$ cat src/rtl/cond_logic_if.sv
// ----------------------------------------------------------------------------
// cond_logic_if
// Bundles the instruction handshake, the decoded control inputs and the gated
// write-enable outputs of cond_logic.
//   master : instruction source (drives instr_valid + controls, sees results)
//   slave  : cond_logic itself
//
// Handshake: an instruction transfers at a rising edge where instr_valid and
// instr_ready are both 1. The source holds instr_valid and every control
// field stable until that edge. instr_ready never depends on instr_valid.
// ----------------------------------------------------------------------------
interface cond_logic_if;
    logic       instr_valid;
    logic       instr_ready;
    logic       CondEx;
    logic [3:0] ALUFlags;
    logic [1:0] FlagW;
    logic       PCS;
    logic       RegW;
    logic       MemW;
    logic       NoWrite;
    logic [3:0] Flags;
    logic       PCSrc;
    logic       RegWrite;
    logic       MemWrite;
    logic       commit;

    modport master (
        output instr_valid, CondEx, ALUFlags, FlagW, PCS, RegW, MemW, NoWrite,
        input  instr_ready, Flags, PCSrc, RegWrite, MemWrite, commit
    );

    modport slave (
        input  instr_valid, CondEx, ALUFlags, FlagW, PCS, RegW, MemW, NoWrite,
        output instr_ready, Flags, PCSrc, RegWrite, MemWrite, commit
    );
endinterface

$ cat src/rtl/cond_logic.sv
// ----------------------------------------------------------------------------
// cond_logic
// Conditional-execution write gating with the architectural NZCV register.
// An accepted instruction's controls are latched, then during one COMMIT
// cycle the PC/register/memory write enables are driven gated by CondEx, and
// the flags selected by FlagW are loaded at the edge that ends COMMIT.
// Ports:
//   clk       : rising-edge clock
//   reset     : synchronous, active-high reset
//   bus       : cond_logic_if.slave (handshake, controls, gated outputs)
//   state_dbg : current FSM state (0 = IDLE, 1 = COMMIT)
// ----------------------------------------------------------------------------
module cond_logic (
    input  logic         clk,
    input  logic         reset,
    cond_logic_if.slave  bus,
    output logic         state_dbg
);

    typedef enum logic {
        ST_IDLE   = 1'b0,
        ST_COMMIT = 1'b1
    } state_t;

    state_t     state_q, state_d;
    logic [3:0] flags_q, flags_d;

    // Controls captured at accept and replayed during COMMIT.
    logic       cond_q,   cond_d;
    logic [3:0] alu_q,    alu_d;
    logic [1:0] flagw_q,  flagw_d;
    logic       pcs_q,    pcs_d;
    logic       regw_q,   regw_d;
    logic       memw_q,   memw_d;
    logic       nowr_q,   nowr_d;

    logic       accept;

    // ------------------------------------------------------------------
    // State register. Reset wins over everything, so a COMMIT interrupted
    // by reset never reaches the flag register.
    // ------------------------------------------------------------------
    always_ff @(posedge clk) begin
        if (reset) begin
            state_q <= ST_IDLE;
            flags_q <= 4'b0000;
            cond_q  <= 1'b0;
            alu_q   <= 4'b0000;
            flagw_q <= 2'b00;
            pcs_q   <= 1'b0;
            regw_q  <= 1'b0;
            memw_q  <= 1'b0;
            nowr_q  <= 1'b0;
        end else begin
            state_q <= state_d;
            flags_q <= flags_d;
            cond_q  <= cond_d;
            alu_q   <= alu_d;
            flagw_q <= flagw_d;
            pcs_q   <= pcs_d;
            regw_q  <= regw_d;
            memw_q  <= memw_d;
            nowr_q  <= nowr_d;
        end
    end

    // ------------------------------------------------------------------
    // Next state, capture and flag update.
    // ------------------------------------------------------------------
    always_comb begin
        state_d = state_q;
        flags_d = flags_q;
        cond_d  = cond_q;
        alu_d   = alu_q;
        flagw_d = flagw_q;
        pcs_d   = pcs_q;
        regw_d  = regw_q;
        memw_d  = memw_q;
        nowr_d  = nowr_q;
        accept  = bus.instr_valid && (state_q == ST_IDLE);

        case (state_q)
            ST_IDLE: begin
                if (accept) begin
                    state_d = ST_COMMIT;
                    cond_d  = bus.CondEx;
                    alu_d   = bus.ALUFlags;
                    flagw_d = bus.FlagW;
                    pcs_d   = bus.PCS;
                    regw_d  = bus.RegW;
                    memw_d  = bus.MemW;
                    nowr_d  = bus.NoWrite;
                end
            end
            ST_COMMIT: begin
                state_d = ST_IDLE;
                // FlagW[1] owns N,Z and FlagW[0] owns C,V; a failed
                // condition leaves every flag untouched.
                if (cond_q) begin
                    if (flagw_q[1]) flags_d[3:2] = alu_q[3:2];
                    if (flagw_q[0]) flags_d[1:0] = alu_q[1:0];
                end
            end
            default: state_d = ST_IDLE;
        endcase
    end

    // ------------------------------------------------------------------
    // Outputs: pure decode of the current state and latched controls.
    // ------------------------------------------------------------------
    always_comb begin
        bus.instr_ready = (state_q == ST_IDLE);
        bus.commit      = (state_q == ST_COMMIT);
        bus.Flags       = flags_q;
        bus.PCSrc       = 1'b0;
        bus.RegWrite    = 1'b0;
        bus.MemWrite    = 1'b0;
        if (state_q == ST_COMMIT) begin
            bus.PCSrc    = pcs_q  & cond_q;
            bus.RegWrite = regw_q & cond_q & ~nowr_q;
            bus.MemWrite = memw_q & cond_q;
        end
    end

    assign state_dbg = state_q;

endmodule

$ cat src/flat_wrapper.sv
// flat-port wrapper written by rule: the top's interface ports become plain ports
module cond_logic_flat 
  (clk, reset, state_dbg, bus_instr_valid, bus_CondEx, bus_ALUFlags, bus_FlagW, bus_PCS, bus_RegW, bus_MemW, bus_NoWrite, bus_instr_ready, bus_Flags, bus_PCSrc, bus_RegWrite, bus_MemWrite, bus_commit);
  cond_logic_if bus_i ();
  input  logic clk;
  input  logic reset;
  output logic state_dbg;
  input wire logic [$bits(bus_i.instr_valid)-1:0] bus_instr_valid;
  input wire logic [$bits(bus_i.CondEx)-1:0] bus_CondEx;
  input wire logic [$bits(bus_i.ALUFlags)-1:0] bus_ALUFlags;
  input wire logic [$bits(bus_i.FlagW)-1:0] bus_FlagW;
  input wire logic [$bits(bus_i.PCS)-1:0] bus_PCS;
  input wire logic [$bits(bus_i.RegW)-1:0] bus_RegW;
  input wire logic [$bits(bus_i.MemW)-1:0] bus_MemW;
  input wire logic [$bits(bus_i.NoWrite)-1:0] bus_NoWrite;
  output wire logic [$bits(bus_i.instr_ready)-1:0] bus_instr_ready;
  output wire logic [$bits(bus_i.Flags)-1:0] bus_Flags;
  output wire logic [$bits(bus_i.PCSrc)-1:0] bus_PCSrc;
  output wire logic [$bits(bus_i.RegWrite)-1:0] bus_RegWrite;
  output wire logic [$bits(bus_i.MemWrite)-1:0] bus_MemWrite;
  output wire logic [$bits(bus_i.commit)-1:0] bus_commit;
  assign bus_i.instr_valid = bus_instr_valid;
  assign bus_i.CondEx = bus_CondEx;
  assign bus_i.ALUFlags = bus_ALUFlags;
  assign bus_i.FlagW = bus_FlagW;
  assign bus_i.PCS = bus_PCS;
  assign bus_i.RegW = bus_RegW;
  assign bus_i.MemW = bus_MemW;
  assign bus_i.NoWrite = bus_NoWrite;
  assign bus_instr_ready = bus_i.instr_ready;
  assign bus_Flags = bus_i.Flags;
  assign bus_PCSrc = bus_i.PCSrc;
  assign bus_RegWrite = bus_i.RegWrite;
  assign bus_MemWrite = bus_i.MemWrite;
  assign bus_commit = bus_i.commit;
  cond_logic u_core (.clk(clk), .reset(reset), .bus(bus_i), .state_dbg(state_dbg));
endmodule
$ cat config.mk
export PLATFORM = sky130hd
export DESIGN_NAME = cond_logic_flat
export DESIGN_NICKNAME = d
export VERILOG_FILES = /design/src/rtl/cond_logic_if.sv /design/src/rtl/cond_logic.sv /design/src/flat_wrapper.sv
export SDC_FILE = /design/constraint.sdc
export NUM_CORES = 1
export LEC_CHECK = 0
export CAP_MARGIN = 5
export CELL_PAD_IN_SITES_DETAIL_PLACEMENT = 0
export CELL_PAD_IN_SITES_GLOBAL_PLACEMENT = 1
export CORE_ASPECT_RATIO = 1.5
export CORE_MARGIN = 5
export CORE_UTILIZATION = 29
export CTS_CLUSTER_DIAMETER = 50
export DETAILED_ROUTE_END_ITERATION = 10
export PLACE_DENSITY = 0.73
export SLEW_MARGIN = 15
export SYNTH_ARGS = -nofsm -noshare
export SYNTH_HDL_FRONTEND = slang
export SYNTH_SLANG_ARGS = --single-unit
$ cat constraint.sdc
create_clock -name clk -period 1 [get_ports clk]
set_input_delay 0.2 -clock clk [delete_from_list [all_inputs] [get_ports clk]]
set_output_delay 0.2 -clock clk [all_outputs]
set_load 0.01 [all_outputs]
Yosys cells after proc, flatten, opt, wreduce, memory -nomap -nowiden
Cells that the tools add are included.

operators by class
  bitwise gates (word level) = 6
  reduce and logical (&&, ||, !) cells = 4
  muxes and demuxes = 5

operator list
  operator           count
  $reduce_and 3->1   2
  $and 1x1->1        4
  $mux 1             4
  $not 1->1          2
  $pmux 1 s2         1
  $reduce_and 2->1   1
  $logic_and 1x1->1  1

storage, ports and cells
  register bits after elaboration = 16
  input port bits = 14
  logic and storage cells = 25
  output and inout bits = 10

Logic depth before layout (Yosys ltp)
  depth in word-level cells = 4
  gate-level depth with buffers = 4
  depth with buffers taken out = 3

Worst setup path after synthesis
Ideal clock, no wire load.

  path type = register -> register
  start = register u_core.state_q, in the netlist u_core.bus.commit
  end = register u_core.cond_q
  path slack = -0.015 ns
  arrival time = 0.949 ns
  stages on the path, launching flop included = 5
  path buffers = 1
  setup time = 0.066 ns
  required time = 0.934 ns
  period minus slack after synthesis = 1.015 ns
  cells stage by stage = dfxtp_1 > nand2b_2 > buf_6 > nand2_1 > a21oi_2

on the way
  cells in the longest elaborated chain, start to end = 3

ends and longest elaborated chain
  element                              line              text
  from (decl)                          cond_logic.sv:25  state_t state_q, state_d;
  from (signal assigned)               cond_logic.sv:55  state_q <= state_d;
  $not 1->1 (no source line) *         n/a
  $logic_and 1x1->1                    cond_logic.sv:80  accept = bus.instr_valid && (state_q == ST_IDLE);
  $reduce_and 2->1 (no source line) *  n/a
  to (signal assigned)                 cond_logic.sv:57  cond_q <= cond_d;
  to (decl)                            cond_logic.sv:29  logic cond_q, cond_d;

Mark *: on every way between the ends. The rest lies on a longest branch, timed or not.
A chain may end at the register's enable or synchronous reset.

Worst setup path in the final report
  start = register u_core.state_q, in the netlist u_core.bus.commit
  end = output bus_MemWrite

on the way
  cells in the longest elaborated chain, start to end = 1

ends and longest elaborated chain
  element    line                text
  $mux 1     cond_logic.sv:118   if (state_q == ST_COMMIT) begin
  to (decl)  flat_wrapper.sv:20  output wire logic [$bits(bus_i.MemWrite)-1:0] bus_MemWrite;

No other way between the ends.

==> impl_metrics.ini <==
[outcome]
outcome = finished, violations left
violations = negative setup slack

[timing]
finalMaxSlewViolations = 0
fmax_mhz = 863
setup_ws_ns = -0.158
post-route-period-util_pct = 116
hold_viol_final = 0
rsz0062_at_grt = true
fin_tns_setup_ns = -2.11
tightest_slew_ns = 0.116
setup_viol_count_final = 21
period_minus_slack_ns = 1.16
slew_headroom_pct = 92.0
fin_skew_ns = 0.000695

[logic_synthesis]
netlist_area_um2 = 604
synth-adder-area-share_pct = 0
synth_compound_area_share_pct = 9.73
synth_nets = 85
synthXorXnorAreaFrac_pct = 0
synth-simple-area-share_pct = 24.6
syn_inst = 71
ys_warn_count = 0
syn_avg_cell_area_um2 = 8.51
synth_top_family_by_area = simple AND/OR/NAND/NOR gates
synth.area.top_cells = dfxtp_1 (53%), nand2_1 (14%), a21oi_1 (8.3%)
ys_seq_elements = 16
synth.top_cell.area_share_pct = 53.0
ys_seq_area_share_pct = 53.0
synth_largest_area_cell = dfxtp_1
synth_mux_area_share_pct = 6.63
ys_types = 16

[cells_and_area]
diodes = 0
fill_cells = 196
design_area_um2 = 1020
syn_to_final_growth_pct = 68.5
layout_common_cells = nand2_1 (16), clkdlybuf4s50_1 (13), dfxtp_1 (10)
multi_input_area_um2 = 345
nets = 114
stdcell_count = 121
seqCellArea_um2 = 330
layout_commonest_cell = nand2_1
drive_above_1_share_pct = 47.5

[drt]
dr.first_iter.drc_count = 9
routed.top_layer = met4
wl_met2_um = 753
wl_per_cell_um = 12.2
firstDrtPassIters = 4
route.met3.wl_um = 80
drt-met1-wl_um = 620
drc_errors = 0
ant_nets = 0
drt_wl_total_mm = 1.48
post_drt_via_cell_ratio = 4.73
route.vias.total = 572

[floorplanning]
die_h_um = 65.9
pin_count = 24
start_util_pct = 30.2
die_x_um = 47.3
dieArea_um2 = 3120
placementRows = 20
core_um2 = 2000

[setup_path]
arrival_ns = 0.96
path_max_fanout = 5
crit_type = register to primary output
critPathRequiredTime_ns = 0.80
cp-start-kind = register
setup.worst_path.end_class = primary output

[power_and_ir_drop]
p_leak_nw = 0.448
power.density_nw_per_um2 = 1300
ir_worst_vdd_uv = 744

[grt]
grt_max_degree = 17
grt.total_usage_pct = 9.95
grt_pass1_vias = 515
grt_overflow = 0
antenna_found_initial = 0
grt_pass1_wl_mm = 2.25

[clock_tree]
numCtsBuffers = 3
clockBufferDepth = 2
clock_latency_ns = 0.28
clkTransAtPathRegs_ns = 0.09
cts_tree = yes
cts-root-buf = clkbuf_4
htree_num_levels = 1
cts.sinks = 16

[placed_design]
dp.cells = 115
hpwlAfterDp_um = 993
place_ws_ns = -0.290
place_area_um2 = 873
io_buffers = 23
gp_congestion = 0.715

[flow_run]
maxCapViolCount = 0

[hold_path]
hold_path_class = input pin to register
-- Yosys cell counts --
| master | n |
|---|---|
| and3_1 | 2 |
| mux2i_1 | 4 |
| nand3_1 | 2 |
| buf_2 | 2 |
| nand2b_2 | 1 |
| nor2_1 | 5 |
| clkbuf_1 | 1 |
| nand2_1 | 22 |
| and4b_1 | 1 |
| nor2b_1 | 1 |
| buf_6 | 1 |
| a21oi_2 | 1 |
| inv_1 | 1 |
| dfxtp_1 | 16 |
| a21oi_1 | 10 |
| buf_4 | 1 |
-- worst max-delay path: stages, from the launching register on --
cell	delay (ns)
dfxtp_4	0.37
and3_1	0.18
buf_2	0.13
-- flip-flops by register name, indices dropped and copies added, names as in the netlist --
name and cells:
u_core.alu_q 4, u_core.bus.Flags 4, u_core.bus.commit 1, u_core.cond_q 1, u_core.flagw_q 2, u_core.memw_q 1
u_core.nowr_q 1, u_core.pcs_q 1, u_core.regw_q 1
-- what timing repair did --
action / 4_1_cts / 5_1_grt
resized for setup: 57 / 21
buffers inserted: 1 / 0
hold buffers: 0 / 0
cloned: 1 / 0
pin swaps: 3 / 10
endpoints found under the setup margin: 21 / 22
-- layout make-up --
| cell class | count | share of cell area, % |
|---|---|---|
| timing repair buffer | 29 | 27.0 |
| sequential | 16 | 32.4 |
| clock buffer | 4 | 3.56 |
| inverter | 1 | 0.369 |
| tap | 22 | 2.70 |
| multi-input combinational | 49 | 33.9 |
-- stage by stage --
stage                     power [W]  hold slack (ns)  utilization (%)
after global placement     0.000856            0.441             43.6
final                       0.00132            0.463             50.9
after CTS                   0.00131            0.448             46.9
after detailed placement   0.000859            0.447             43.6
after floorplan            0.000767            0.336                -
after global routing        0.00138            0.462             50.9
-- worst paths after layout --
kind	startpoint	endpoint	slack [ns]	cells past startpoint
max	u_core.bus.commit	bus_MemWrite	-0.16	2
min	bus_ALUFlags[1]	u_core.alu_q[1]	0.46	3
max reg2reg	u_core.bus.commit	u_core.flagw_q[0]	-0.14	6
min reg2reg	u_core.alu_q[2]	u_core.alu_q[2]	0.47	2
-- metal layers --
| layer | GRT usage, % | up-vias |
|---|---|---|
| met1 | 12.0 | 266 |
| met3 | 1.63 | 4 |
| li1 | - | 288 |
| met4 | 5.19 | 0 |
| met5 | 0 | - |
| met2 | 16.1 | 14 |
-- where the power goes --
part	switching (W)	internal (W)	leakage, nW	total (W)
Clock	0.000198	0.000222	0.0210	0.000420
Combinational	0.0000980	0.000122	0.293	0.000220
Sequential	0.0000181	0.000664	0.134	0.000682
-- logic make-up after synthesis --
group	after synthesis
multiplexers	4
buffers and inverters	6
AO/OA/AOI/OAI	11
AND/OR/NAND/NOR	34
flip-flops	16
(Power assumes the default switching activity.)
